<file path="src/rtl/mem_access_stage.sv">
// MEM stage of the 5-stage MIPS pipeline.
// Accepts one instruction per handshake from EX and runs a req/ack data-memory
// transaction for loads and stores. Loads are lane-aligned and sign- or
// zero-extended. Results are registered into the MEM/WB outputs.
module mem_access_stage #(
    parameter int unsigned ACK_TIMEOUT = 64
) (
    input  logic        clk,
    input  logic        rst_n,
    // EX side
    input  logic        exValid,
    output logic        exReady,
    input  logic [31:0] exALUResult,
    input  logic [31:0] exStoreData,
    input  logic [31:0] exIncrPC,
    input  logic [1:0]  exMemToRegF,
    input  logic        exRegWrite,
    input  logic [4:0]  exWriteReg,
    input  logic        exMemRead,
    input  logic        exMemWrite,
    input  logic [1:0]  exMemSize,
    input  logic        exMemSigned,
    // data-memory bus
    output logic        memReq,
    output logic        memWe,
    output logic [31:0] memAddr,
    output logic [3:0]  memByteEn,
    output logic [31:0] memWData,
    input  logic        memAck,
    input  logic [31:0] memRData,
    // MEM/WB
    output logic        wbValid,
    output logic [31:0] wbALUResult,
    output logic [31:0] wbReadData,
    output logic [31:0] wbIncrPC,
    output logic [1:0]  wbMemToRegF,
    output logic [4:0]  wbWriteReg,
    output logic        wbRegWrite,
    output logic        memFault
);

    typedef enum logic {
        S_IDLE   = 1'b0,
        S_ACCESS = 1'b1
    } state_t;

    // Counter value seen in the last request cycle before the access is abandoned.
    localparam logic [15:0] TO_LAST = 16'(ACK_TIMEOUT - 1);

    state_t      r_state;
    state_t      w_state_next;

    // Latched instruction fields for the access in flight
    logic [31:0] r_alu;
    logic [31:0] r_incr_pc;
    logic [1:0]  r_m2r;
    logic        r_regwrite;
    logic [4:0]  r_wreg;
    logic [1:0]  r_size;
    logic        r_signed;
    logic [15:0] r_cnt;

    // Registered bus drive
    logic        r_mem_we;
    logic [3:0]  r_mem_be;
    logic [31:0] r_mem_wdata;

    // MEM/WB registers
    logic        r_wb_valid;
    logic [31:0] r_wb_alu;
    logic [31:0] r_wb_rdata;
    logic [31:0] r_wb_incr_pc;
    logic [1:0]  r_wb_m2r;
    logic [4:0]  r_wb_wreg;
    logic        r_wb_regwrite;
    logic        r_wb_fault;

    logic        w_accept;
    logic        w_is_mem;
    logic        w_misaligned;
    logic        w_illegal;
    logic        w_start;
    logic        w_timeout;
    logic [3:0]  w_be_next;
    logic [31:0] w_wdata_next;
    logic [7:0]  w_lane [4];
    logic [7:0]  w_byte;
    logic [15:0] w_half;
    logic [31:0] w_load_ext;

    assign w_accept  = exValid & exReady;
    assign w_is_mem  = exMemRead | exMemWrite;
    assign w_illegal = (exMemRead & exMemWrite) | (w_is_mem & w_misaligned);
    assign w_start   = w_accept & w_is_mem & ~w_illegal;
    assign w_timeout = (r_cnt == TO_LAST);

    // Size/alignment legality of the offered access (size 11 is never legal)
    always_comb begin
        w_misaligned = 1'b0;
        case (exMemSize)
            2'b00:   w_misaligned = 1'b0;
            2'b01:   w_misaligned = exALUResult[0];
            2'b10:   w_misaligned = |exALUResult[1:0];
            default: w_misaligned = 1'b1;
        endcase
    end

    // Little-endian lane enables and replicated write data for the offered access
    always_comb begin
        w_be_next    = 4'b1111;
        w_wdata_next = exStoreData;
        case (exMemSize)
            2'b00: begin
                w_be_next    = 4'b0001 << exALUResult[1:0];
                w_wdata_next = {4{exStoreData[7:0]}};
            end
            2'b01: begin
                w_be_next    = exALUResult[1] ? 4'b1100 : 4'b0011;
                w_wdata_next = {2{exStoreData[15:0]}};
            end
            default: begin
                w_be_next    = 4'b1111;
                w_wdata_next = exStoreData;
            end
        endcase
    end

    // Split the read bus into byte lanes
    for (genvar gi = 0; gi < 4; gi++) begin : g_lane
        assign w_lane[gi] = memRData[8*gi +: 8];
    end

    assign w_byte = w_lane[r_alu[1:0]];
    assign w_half = r_alu[1] ? memRData[31:16] : memRData[15:0];

    // Extend the selected lane(s) of the read data to 32 bits
    always_comb begin
        w_load_ext = memRData;
        case (r_size)
            2'b00:   w_load_ext = r_signed ? {{24{w_byte[7]}}, w_byte} : {24'd0, w_byte};
            2'b01:   w_load_ext = r_signed ? {{16{w_half[15]}}, w_half} : {16'd0, w_half};
            default: w_load_ext = memRData;
        endcase
    end

    // FSM state register
    always_ff @(posedge clk) begin
        if (!rst_n) begin
            r_state <= S_IDLE;
        end else begin
            r_state <= w_state_next;
        end
    end

    // FSM next-state: leave IDLE on a legal memory op, return on ack or timeout
    always_comb begin
        w_state_next = r_state;
        case (r_state)
            S_IDLE:   if (w_start) w_state_next = S_ACCESS;
            S_ACCESS: if (memAck || w_timeout) w_state_next = S_IDLE;
            default:  w_state_next = S_IDLE;
        endcase
    end

    // FSM outputs: handshake is held off during reset and while the bus is busy
    always_comb begin
        exReady = rst_n & (r_state == S_IDLE);
        memReq  = (r_state == S_ACCESS);
    end

    // Datapath: capture accesses, run the timeout counter, load MEM/WB
    always_ff @(posedge clk) begin
        if (!rst_n) begin
            r_alu         <= '0;
            r_incr_pc     <= '0;
            r_m2r         <= '0;
            r_regwrite    <= 1'b0;
            r_wreg        <= '0;
            r_size        <= '0;
            r_signed      <= 1'b0;
            r_cnt         <= '0;
            r_mem_we      <= 1'b0;
            r_mem_be      <= '0;
            r_mem_wdata   <= '0;
            r_wb_valid    <= 1'b0;
            r_wb_alu      <= '0;
            r_wb_rdata    <= '0;
            r_wb_incr_pc  <= '0;
            r_wb_m2r      <= '0;
            r_wb_wreg     <= '0;
            r_wb_regwrite <= 1'b0;
            r_wb_fault    <= 1'b0;
        end else begin
            // Completion flags are single-cycle pulses
            r_wb_valid    <= 1'b0;
            r_wb_regwrite <= 1'b0;
            r_wb_fault    <= 1'b0;
            case (r_state)
                S_IDLE: begin
                    if (w_start) begin
                        r_alu       <= exALUResult;
                        r_incr_pc   <= exIncrPC;
                        r_m2r       <= exMemToRegF;
                        r_regwrite  <= exRegWrite;
                        r_wreg      <= exWriteReg;
                        r_size      <= exMemSize;
                        r_signed    <= exMemSigned;
                        r_cnt       <= '0;
                        r_mem_we    <= exMemWrite;
                        r_mem_be    <= w_be_next;
                        r_mem_wdata <= w_wdata_next;
                    end else if (w_accept) begin
                        // Non-memory or illegal op completes straight away
                        r_wb_valid    <= 1'b1;
                        r_wb_alu      <= exALUResult;
                        r_wb_rdata    <= '0;
                        r_wb_incr_pc  <= exIncrPC;
                        r_wb_m2r      <= exMemToRegF;
                        r_wb_wreg     <= exWriteReg;
                        r_wb_regwrite <= exRegWrite & ~w_illegal;
                        r_wb_fault    <= w_illegal;
                    end
                end
                S_ACCESS: begin
                    if (memAck || w_timeout) begin
                        r_wb_valid    <= 1'b1;
                        r_wb_alu      <= r_alu;
                        r_wb_incr_pc  <= r_incr_pc;
                        r_wb_m2r      <= r_m2r;
                        r_wb_wreg     <= r_wreg;
                        // An ack in the final request cycle still wins over the timeout
                        r_wb_rdata    <= (memAck && !r_mem_we) ? w_load_ext : 32'd0;
                        r_wb_regwrite <= memAck & r_regwrite;
                        r_wb_fault    <= ~memAck;
                    end else begin
                        r_cnt <= r_cnt + 16'd1;
                    end
                end
                default: ;
            endcase
        end
    end

    assign memWe       = r_mem_we;
    assign memAddr     = {r_alu[31:2], 2'b00};
    assign memByteEn   = r_mem_be;
    assign memWData    = r_mem_wdata;
    assign wbValid     = r_wb_valid;
    assign wbALUResult = r_wb_alu;
    assign wbReadData  = r_wb_rdata;
    assign wbIncrPC    = r_wb_incr_pc;
    assign wbMemToRegF = r_wb_m2r;
    assign wbWriteReg  = r_wb_wreg;
    assign wbRegWrite  = r_wb_regwrite;
    assign memFault    = r_wb_fault;

endmodule

</file>
<file path="config.mk">
export PLATFORM = sky130hd
export DESIGN_NAME = mem_access_stage
export DESIGN_NICKNAME = d
export VERILOG_FILES = /design/src/rtl/mem_access_stage.sv
export SDC_FILE = /design/constraint.sdc
export NUM_CORES = 1
export LEC_CHECK = 0
export BUFFER_PORTS_ARGS = -buffer_cell sky130_fd_sc_hd__buf_4
export CAP_MARGIN = 0
export CORE_ASPECT_RATIO = 1.1
export CORE_UTILIZATION = 40
export DETAILED_ROUTE_END_ITERATION = 7
export PLACE_DENSITY = 0.66
export SYNTH_ARGS = -nofsm -noshare
export SYNTH_HDL_FRONTEND = slang
export SYNTH_SLANG_ARGS = --single-unit
</file>
<file path="constraint.sdc">
create_clock -name clk -period 2.66 [get_ports clk]
set_clock_uncertainty 0.05 [all_clocks]
set_input_delay 0.399 -clock clk [delete_from_list [all_inputs] [get_ports clk]]
set_output_delay 0.399 -clock clk [all_outputs]
set_load 0.02 [all_outputs]
</file>
After elaboration in Yosys (flattened, before gate mapping)
Index checks and enable logic that the tools add are counted.

Add/sub/neg operators: 1. $lt $le $gt $ge: 1. Equal/unequal tests: 9. Shift-type cells: 1. Muxes and demuxes: 50. Bitwise operators: 14. Reductions and logical operators: 9.

Operators with widths (number): $mux 32 (12); $pmux 32 s2 (5); $mux 16 (3); $pmux 16 s2 (1); $add 16x1->16 const B (1); $bmux 8 s2 (1); $eq 16x6->1 const B (1); $mux 8 (2); $mux 5 (3); $mux 1 (11); $pmux 5 s2 (1); $and 1x1->1 (8); $ne 2x2->1 const B (4); $pmux 1 s2 (4); $pmux 4 s2 (1); $mux 2 (3); $eq 2x1->1 const B (2); $logic_not 2->1 (2); $mux 4 (1); $pmux 2 s2 (1); $reduce_and 2->1 (2); $shl 1x2->4 const A (1); $ge 3x3->1 const B (1); $not 1->1 (3); other kinds (10) (11).

Register bits: 235. Input port bits: 145. Output and inout bits: 177. Logic and storage cells: 105.

Longest topological paths before layout
Gate-level depths: netlist of the first run.

Word-level depth: 9. Mapped depth: 8. Gate-level depth less buffers: 6.

Worst setup path before layout of the first run
Ideal clock, no wire load.

Path kind: register -> register. Start: register r_cnt[0]. End: register r_wb_rdata[13] (netlist: wbReadData[13]). Library setup time: 122 ps. Data arrival time: 1762 ps. Data required time: 2488 ps. Setup slack: 727 ps. Cell stages (with the launch flop): 8. Path buffers: 1. Period minus slack after synthesis: 1933 ps. Cell sequence: dfxtp_1 ha_1 and4bb_2 nand4_2 a21boi_2 nor3_4 buf_2 a221o_1.

Cells in the longest elaborated chain, start to end: 4.

Ends and longest elaborated chain: start, declared (line 61) `logic [15:0] r_cnt;`; start signal, assigned (line 236) `r_cnt <= r_cnt + 16'd1;`; $eq 16x6->1 (line 95) `assign w_timeout = (r_cnt == TO_LAST);`; $logic_or 1x1->1 (line 225) `if (memAck || w_timeout) begin`; $ne 2x1->1 (no line); $reduce_and 3->1 (no line); end signal, assigned (line 232) `r_wb_rdata <= (memAck && !r_mem_we) ? w_load_ext : 32'd0;`; end, declared (line 71) `logic [31:0] r_wb_rdata;`.

No other way between the ends. A chain may end at the register's enable or synchronous reset.

Final worst setup path of the first run
Start: register r_cnt[0]. End: register r_wb_rdata[14] (netlist: wbReadData[14]).

Same word-level chain as after synthesis.

==> impl_summary.log, run 1 <==
[metrics] DRC: 0
[metrics] CTS Buf Count: 26
[metrics] cell depth of the worst min-delay path: 3
[metrics] # IOs: 322
[metrics] most frequent cells in the layout: 337 x sky130_fd_sc_hd__buf_4, 292 x sky130_fd_sc_hd__nand2_1, 235 x sky130_fd_sc_hd__dfxtp_1, 136 x sky130_fd_sc_hd__a21oi_1, 91 x sky130_fd_sc_hd__o21ai_0
[metrics] register bit total from synthesis: 235
[metrics] overall die width: 151 um
[metrics] vias per cell: 5.35
[metrics] cell at the root of the clock tree: sky130_fd_sc_hd__clkbuf_16
[metrics] transition time at the pin with the least slew margin: 973 ps
[metrics] share of post-route cells with drive strength above 1: 28.4%
[metrics] reg-to-reg slack, setup: 390 ps
[metrics] count of pins over their slew limit: 0
[metrics] most used flip-flop cell after synthesis: sky130_fd_sc_hd__dfxtp_1
[metrics] Post-CTS Hold Buffers: 0
[metrics] final routed wirelength across all metal layers: 31000 um
[metrics] minimum clock period after layout: 2270 ps
[metrics] launching element of the worst setup path: r_cnt[0]
[metrics] Via Count: 9317
[metrics] CP Data Arrival Time: 2620 ps
[metrics] largest fanout on the critical path: 25
[metrics] run status: finished, final reports clean
[metrics] total power per unit cell area: 653 nW/um2
[metrics] number of maximum-capacitance constraint violations: 0
[metrics] startpoint of the most critical register-to-register path: r_cnt[0]
[metrics] Syn. warnings: 0
[metrics] largest net degree at the start of global routing: 78
[metrics] Setup TNS Final: 0 ps
[metrics] number of global-route vias before repair: 8454
[metrics] DRT antenna net count: 0
[metrics] hold path startpoint: exALUResult[18]
[metrics] nature of the critical path endpoint: register
[metrics] P&R area growth vs syn: 34.5%
[metrics] area of the core: 23800 um2
[metrics] CTS H-tree lvls: 1
[metrics] RSZ-0062 raised after global routing: no
[metrics] Die ar.: 24900 um2
[metrics] PostCTS Resize Cnt: 0
[metrics] final count of hold timing violations: 0
[metrics] Die Height: 165 um
[metrics] Max IR drop VDD: 0.378 mV
[metrics] average instance area after synthesis: 8.30 um2
[metrics] number of violations reported at the end of detailed-routing iteration 0: 527
[metrics] antenna violations before repair: 0
[metrics] routed len/inst: 17.8 um
[metrics] worst setup path class: reg -> reg
[metrics] # clock sinks: 235
[metrics] wire length of the first global-routing pass: 46500 um
[metrics] HPWL Detailed: 21100 um
[metrics] number of cells produced by synthesis: 1170
[metrics] remaining max-slew budget at the tightest pin: 35.0%
[metrics] detailed-routing iteration count for the pre-antenna-repair pass: 7
[metrics] fraction of registers with async set or reset after synthesis: 0%
[metrics] floorplan row count: 59
[metrics] class of the most critical hold timing path: in -> reg
[metrics] number of nets in the layout: 1565
[metrics] Leakage: 5.22 nW
[metrics] CTS clock-pin slew for the worst setup and hold paths: 60 ps
[metrics] PortBufs: 319
[metrics] summed instance area of the synthesized netlist: 9710 um2
[metrics] TritonCTS clock tree: built
[metrics] buffer levels on the longest clock path: 3
[metrics] post-route clock period utilization: 85.3%
[metrics] depth of the worst register-to-register path: 7
[metrics] synth unique cells: 59
[metrics] setup violation total in the final timing report: 0
[metrics] worst endpoint required time: 3010 ps
[metrics] core utilization of the finished layout: 54.9%
[metrics] placed instance area: 12200 um2
[metrics] effective utilization at floorplan: 40.8%
[metrics] final estimated routing congestion in global placement: 0.894
[metrics] sequential-to-total area share from yosys stat: 48.5%
[metrics] fin area: 13100 um2
[metrics] Worst Hold Slack: 67.0 ps
[metrics] most common cell after layout, fill and taps aside: sky130_fd_sc_hd__buf_4
[metrics] worst r2r dst: wbReadData[14]
[metrics] Antenna Cells: 0
[metrics] Worst Setup Start Kind: register
[metrics] EDFF count, synth: 0
[metrics] end point of the worst hold path: wbALUResult[18]
[metrics] clock insertion delay at the later pin of the skew report: 520 ps
[metrics] global route overflow: 0
[metrics] Max Clock Freq: 441 MHz
[metrics] Tot GR Track Use: 23.6%
[metrics] number of setup buffers added after CTS: 0
[metrics] number of filler instances in the final layout: 2245
[worst max-delay path by stage]
stage	endpoint	cells after the start
after detailed placement	wbReadData[8]	7
after CTS	wbReadData[8]	7
after global placement	wbReadData[13]	7
final	wbReadData[14]	7
after global routing	wbReadData[14]	7
after floorplan	wbReadData[13]	7
[cell usage after synthesis, types with 2 or more instances]
library cell | instances | area (um2)
sky130_fd_sc_hd__nand2_1 | 293 | 1100
sky130_fd_sc_hd__dfxtp_1 | 235 | 4700
sky130_fd_sc_hd__a21oi_1 | 136 | 681
sky130_fd_sc_hd__o21ai_0 | 91 | 455
sky130_fd_sc_hd__a22oi_1 | 71 | 533
sky130_fd_sc_hd__clkbuf_1 | 62 | 233
sky130_fd_sc_hd__nor2_1 | 38 | 143
sky130_fd_sc_hd__buf_4 | 32 | 240
sky130_fd_sc_hd__buf_2 | 23 | 115
sky130_fd_sc_hd__mux2i_1 | 23 | 230
sky130_fd_sc_hd__o2bb2ai_1 | 16 | 140
sky130_fd_sc_hd__nand3_1 | 14 | 70.1
sky130_fd_sc_hd__nor3_1 | 13 | 65.1
sky130_fd_sc_hd__a211oi_1 | 10 | 75.1
sky130_fd_sc_hd__a311oi_1 | 10 | 87.6
sky130_fd_sc_hd__a221o_1 | 7 | 70.1
sky130_fd_sc_hd__o211ai_1 | 7 | 52.6
sky130_fd_sc_hd__o221ai_1 | 7 | 61.3
sky130_fd_sc_hd__inv_1 | 6 | 22.5
sky130_fd_sc_hd__nand2b_1 | 5 | 31.3
sky130_fd_sc_hd__and4_1 | 4 | 35.0
sky130_fd_sc_hd__buf_1 | 4 | 15.0
sky130_fd_sc_hd__nand3b_1 | 4 | 30.0
sky130_fd_sc_hd__or3_1 | 4 | 25.0
sky130_fd_sc_hd__xor2_1 | 4 | 35.0
sky130_fd_sc_hd__and2_1 | 3 | 18.8
sky130_fd_sc_hd__buf_6 | 3 | 33.8
sky130_fd_sc_hd__nor2b_1 | 3 | 18.8
sky130_fd_sc_hd__or2_2 | 3 | 18.8
sky130_fd_sc_hd__xnor2_1 | 3 | 26.3
sky130_fd_sc_hd__a21oi_2 | 2 | 17.5
sky130_fd_sc_hd__a22o_1 | 2 | 17.5
sky130_fd_sc_hd__a31oi_1 | 2 | 12.5
sky130_fd_sc_hd__and3_1 | 2 | 12.5
sky130_fd_sc_hd__mux2_2 | 2 | 22.5
sky130_fd_sc_hd__nand4_1 | 2 | 12.5
sky130_fd_sc_hd__nor4_2 | 2 | 25.0
[cell type report]
| class | instances | area [um2] | share of cell area (%) |
|---|---|---|---|
| tap | 305 | 382 | 2.92 |
| multi-input combinational | 805 | 4370 | 33.5 |
| timing repair buffer | 344 | 2670 | 20.5 |
| sequential | 235 | 4700 | 36.0 |
| inverter | 7 | 28.8 | 0.220 |
| clock inverter | 11 | 133 | 1.02 |
| clock buffer | 36 | 769 | 5.89 |
[metal layers]
layer  vias to the layer above  track usage, %  routed length (um)
li1                       4558               -                   -
met5                         -               0                   0
met3                        54            5.38                2530
met4                         0            6.93                 721
met1                      4358            29.8               12900
met2                       347            39.8               14900
[registers in the layout, summed over array words and instances (netlist names)]
signal / count
wbReadData: 32
r_wreg: 5
wbRegWrite: 1
memWData: 32
memReq: 1
memWe: 1
r_incr_pc: 32
r_alu: 32
wbValid: 1
r_cnt: 16
r_size: 2
r_m2r: 2
wbALUResult: 32
r_regwrite: 1
wbMemToRegF: 2
r_signed: 1
memFault: 1
wbWriteReg: 5
wbIncrPC: 32
memByteEn: 4
[where the power goes]
| part | internal (mW) | total, mW | switching (mW) | leakage, nW |
|---|---|---|---|---|
| registers | 3.66 | 3.74 | 0.0772 | 1.91 |
| clock network | 2.30 | 3.76 | 1.46 | 0.449 |
| logic | 0.437 | 1.04 | 0.598 | 2.86 |
| total | 6.40 | 8.53 | 2.13 | 5.22 |
[critical path: stages, from the launching register on]
cell and delay (ps):
sky130_fd_sc_hd__dfxtp_1 380, sky130_fd_sc_hd__ha_1 260, sky130_fd_sc_hd__and4bb_2 270, sky130_fd_sc_hd__nand4_2 210, sky130_fd_sc_hd__a21boi_2 290, sky130_fd_sc_hd__nor3_4 50, sky130_fd_sc_hd__buf_4 260, sky130_fd_sc_hd__a221o_1 370
[logic make-up (layout without fill, tap and decap cells)]
logic type	count (synthesis)	count (layout)	share of synthesized area, %
simple gates	397	397	17.3
compound gates	371	371	23.7
buf+inv	131	398	6.83
xor+xnor	7	7	0.632
mux	26	26	2.84
flops	235	235	48.5
fa+ha+maj	2	2	0.232
other cells	1	2	0.0386
[through the flow]
step           worst slack [ps]  power [mW]  instances
6_report                    392        8.53       1743
5_1_grt                     273        8.83       1743
4_1_cts                     408        8.61       1743
3_5_place_dp               98.0        4.85       1696
3_3_place_gp                141        4.84       1696
2_1_floorplan               727        4.32       1171
Power figures use the tool's default switching activity.
==> run 2, diff against run 1 <==
--- a/config.mk
+++ b/config.mk
@@ -5,12 +5,12 @@
 export SDC_FILE = /design/constraint.sdc
 export NUM_CORES = 1
 export LEC_CHECK = 0
+export ABC_AREA = 1
 export BUFFER_PORTS_ARGS = -buffer_cell sky130_fd_sc_hd__buf_4
 export CAP_MARGIN = 0
 export CORE_ASPECT_RATIO = 1.1
 export CORE_UTILIZATION = 40
 export DETAILED_ROUTE_END_ITERATION = 7
-export PLACE_DENSITY = 0.66
 export SYNTH_ARGS = -nofsm -noshare
 export SYNTH_HDL_FRONTEND = slang
 export SYNTH_SLANG_ARGS = --single-unit
==> run 2 against run 1 <==
  * Sequential share of layout area fell by 1.9 points
  * Worst hold slack gained 26 ps
  * Final cell count is 26% higher
==> impl_summary.log, run 2 <==
[metrics] setup violation total in the final timing report: 0 (unchanged)
[metrics] overall die width: 158 um (+4.8%)
[metrics] antenna violations before repair: 1 (+1)
[metrics] power consumption: 8.49 mW (-0.45%)
[metrics] Max IR drop VDD: 0.391 mV (+3.5%)
[metrics] RSZ-0062 raised after global routing: no
[metrics] DRT antenna net count: 0 (unchanged)
[metrics] largest fanout on the critical path: 76 (+200%)
[metrics] Die ar.: 27300 um2 (+9.7%)
[metrics] final estimated routing congestion in global placement: 0.862 (-3.5%)
[metrics] sequential-to-total area share from yosys stat: 44.1% (-4.4 points)
[metrics] number of global-route vias before repair: 9766 (+16%)
[metrics] total power per unit cell area: 615 nW/um2 (-5.8%)
[metrics] minimum clock period after layout: 2380 ps (+115 ps)
[metrics] Via Count: 10.7k (+14%)
[metrics] launching element of the worst setup path: memReq
[metrics] final count of hold timing violations: 0 (unchanged)
[metrics] number of maximum-capacitance constraint violations: 0 (unchanged)
[metrics] register bit total from synthesis: 235 (unchanged)
[metrics] final routed wirelength across all metal layers: 33500 um (+8.2%)
[metrics] startpoint of the most critical register-to-register path: r_cnt[0]
[metrics] remaining max-slew budget at the tightest pin: 32.2% (-2.8 points)
[metrics] share of post-route cells with drive strength above 1: 22.0% (-6.3 points)
[metrics] most frequent cells in the layout: 582 x sky130_fd_sc_hd__nand2_1, 332 x sky130_fd_sc_hd__buf_4, 234 x sky130_fd_sc_hd__dfxtp_1, 202 x sky130_fd_sc_hd__nor2_1, 172 x sky130_fd_sc_hd__a21oi_1
[metrics] worst r2r dst: wbALUResult[1]
[metrics] routed len/inst: 15.3 um (-14%)
[metrics] effective utilization at floorplan: 40.8% (about the same)
[metrics] cell depth of the worst min-delay path: 3 (unchanged)
[metrics] EDFF count, synth: 0 (unchanged)
[metrics] post-route clock period utilization: 89.6% (+4.3 points)
[metrics] floorplan row count: 62 (+5.1%)
[metrics] number of nets in the layout: 1968 (+26%)
[metrics] CTS Buf Count: 26 (unchanged)
[metrics] global route overflow: 0 (unchanged)
[metrics] count of pins over their slew limit: 0 (unchanged)
[metrics] worst endpoint required time: 2210 ps (-800 ps)
[metrics] reg-to-reg slack, setup: 580 ps (+190 ps)
[metrics] TritonCTS clock tree: built
[metrics] number of cells produced by synthesis: 1588 (+36%)
[metrics] transition time at the pin with the least slew margin: 1020 ps (+43.6 ps)
[metrics] Worst Hold Slack: 93.1 ps (+26.1 ps)
[metrics] synth unique cells: 33 (-44%)
[metrics] most numerous cell in the Yosys netlist: sky130_fd_sc_hd__nand2_1
[metrics] CTS clock-pin slew for the worst setup and hold paths: 60 ps (about the same)
[metrics] largest net degree at the start of global routing: 103 (+32%)
[metrics] Max Clock Freq: 420 MHz (-4.8%)
[metrics] number of violations reported at the end of detailed-routing iteration 0: 638 (+21%)
[metrics] Post-CTS Hold Buffers: 0 (unchanged)
[metrics] # IOs: 322 (unchanged)
[metrics] Tot GR Track Use: 24.0% (+0.43 points)
[metrics] Syn. warnings: 0 (unchanged)
[metrics] core utilization of the finished layout: 52.8% (-2.2 points)
[metrics] detailed-routing iteration count for the pre-antenna-repair pass: 5 (-2)
[metrics] most common cell after layout, fill and taps aside: sky130_fd_sc_hd__nand2_1
[metrics] HPWL Detailed: 22300 um (+5.9%)
[metrics] wire length of the first global-routing pass: 52600 um (+13%)
[metrics] Worst Setup Start Kind: register
[metrics] PostCTS Resize Cnt: 0 (unchanged)
[metrics] run status: finished, final reports clean
[metrics] most area-consuming cells after synthesis: sky130_fd_sc_hd__dfxtp_1 44%, sky130_fd_sc_hd__nand2_1 20%, sky130_fd_sc_hd__a21oi_1 8.1%
[metrics] buffer levels on the longest clock path: 3 (unchanged)
[metrics] nature of the critical path endpoint: primary output
[metrics] # clock sinks: 235 (unchanged)
[metrics] CTS H-tree lvls: 1 (unchanged)
[metrics] cell at the root of the clock tree: sky130_fd_sc_hd__clkbuf_16
[metrics] library cell occupying the most area in the post-synthesis netlist: sky130_fd_sc_hd__dfxtp_1
[metrics] PortBufs: 319 (unchanged)
[metrics] Leakage: 6.16 nW (+18%)
[metrics] DRC: 0 (unchanged)
[metrics] depth of the worst register-to-register path: 11 (+4)
[metrics] summed instance area of the synthesized netlist: 10700 um2 (+9.9%)
[metrics] worst setup path class: reg -> out
[metrics] average instance area after synthesis: 6.72 um2 (-19%)
[metrics] number of setup buffers added after CTS: 0 (unchanged)
[metrics] area share of the largest cell type after synthesis: 44.1% (-4.4 points)
[metrics] P&R area growth vs syn: 29.3%
[metrics] clock insertion delay at the later pin of the skew report: 520 ps (about the same)
[metrics] area of the core: 26100 um2 (+10%)
[metrics] Critical Path Sink: exReady
[metrics] most used flip-flop cell after synthesis: sky130_fd_sc_hd__dfxtp_1
[metrics] class of the most critical hold timing path: in -> reg
[metrics] commonest cells in the netlist: 582 x sky130_fd_sc_hd__nand2_1, 235 x sky130_fd_sc_hd__dfxtp_1, 202 x sky130_fd_sc_hd__nor2_1, 172 x sky130_fd_sc_hd__a21oi_1, 88 x sky130_fd_sc_hd__o21ai_0
[metrics] CP Data Arrival Time: 1930 ps (-690 ps)
[metrics] fraction of registers with async set or reset after synthesis: 0% (unchanged)
[metrics] Setup TNS Final: 0 ps (unchanged)
[metrics] vias per cell: 4.87 (-9.0%)
[metrics] Die Height: 173 um (+4.8%)
run 2: changes by cell type after synthesis, sizes merged, moves of 34 or more:
| cell | delta |
|---|---|
| nand2 | +293 |
| nor2 | +170 |
| a22oi | -71 |
| a21oi | +34 |
| inv | +51 |
run 2: area by class of cell:
class                   count  area [um2]
flip-flops and latches    235        4710
diodes                      1        2.50
clock inverters             2        35.0
well taps                 352         440
clock buffers              42         802
multi-input cells        1164        5010
fillers                  2627       12300
inverters                  59         230
repair buffers            336        2570
run 2: stage by stage:
step	instances	cell area, um2	worst slack (ps)
after floorplan	1589	10700	870
after global placement	2146	13000	488
after detailed placement	2146	13000	474
after CTS	2190	13800	203
after global routing	2190	13800	122
final	2191	13800	277
run 2: logic make-up after synthesis:
logic type	synth area share [%]
fa+ha+maj	0.117
simple gates	32.0
compound gates	14.7
other cells	0.0352
flops	44.1
buf+inv	9.04
run 2: where the power goes:
part / internal [mW] / switching [mW]
combinational: 0.482 / 0.711
sequential: 3.67 / 0.0858
clock: 2.13 / 1.41
total: 6.28 / 2.21
run 2: how the worst min path moves through the flow:
stage | startpoint | end | slack [ps]
after global placement | wbReadData[0] | wbReadData[0] | 400
after floorplan | r_regwrite | r_regwrite | 390
after CTS | exMemSigned | r_signed | 70
after detailed placement | wbReadData[0] | wbReadData[0] | 400
final | exMemSigned | r_signed | 90
after global routing | exMemSigned | r_signed | 80
run 2: critical path, cell delays in order, from the launching register on:
cell                      delay, ps
sky130_fd_sc_hd__dfxtp_2        360
sky130_fd_sc_hd__buf_4          690
sky130_fd_sc_hd__nor2_1         160
sky130_fd_sc_hd__buf_4          210
run 2: per-layer routing:
layer	part of all wire, %	wire length [um]	vias up	GRT usage [%]
li1	-	-	5469	-
met1	43	14500	4801	30.7
met2	47	15600	330	39.4
met3	7.1	2380	62	5.63
met4	3.0	1010	0	7.93
met5	0	0	-	0
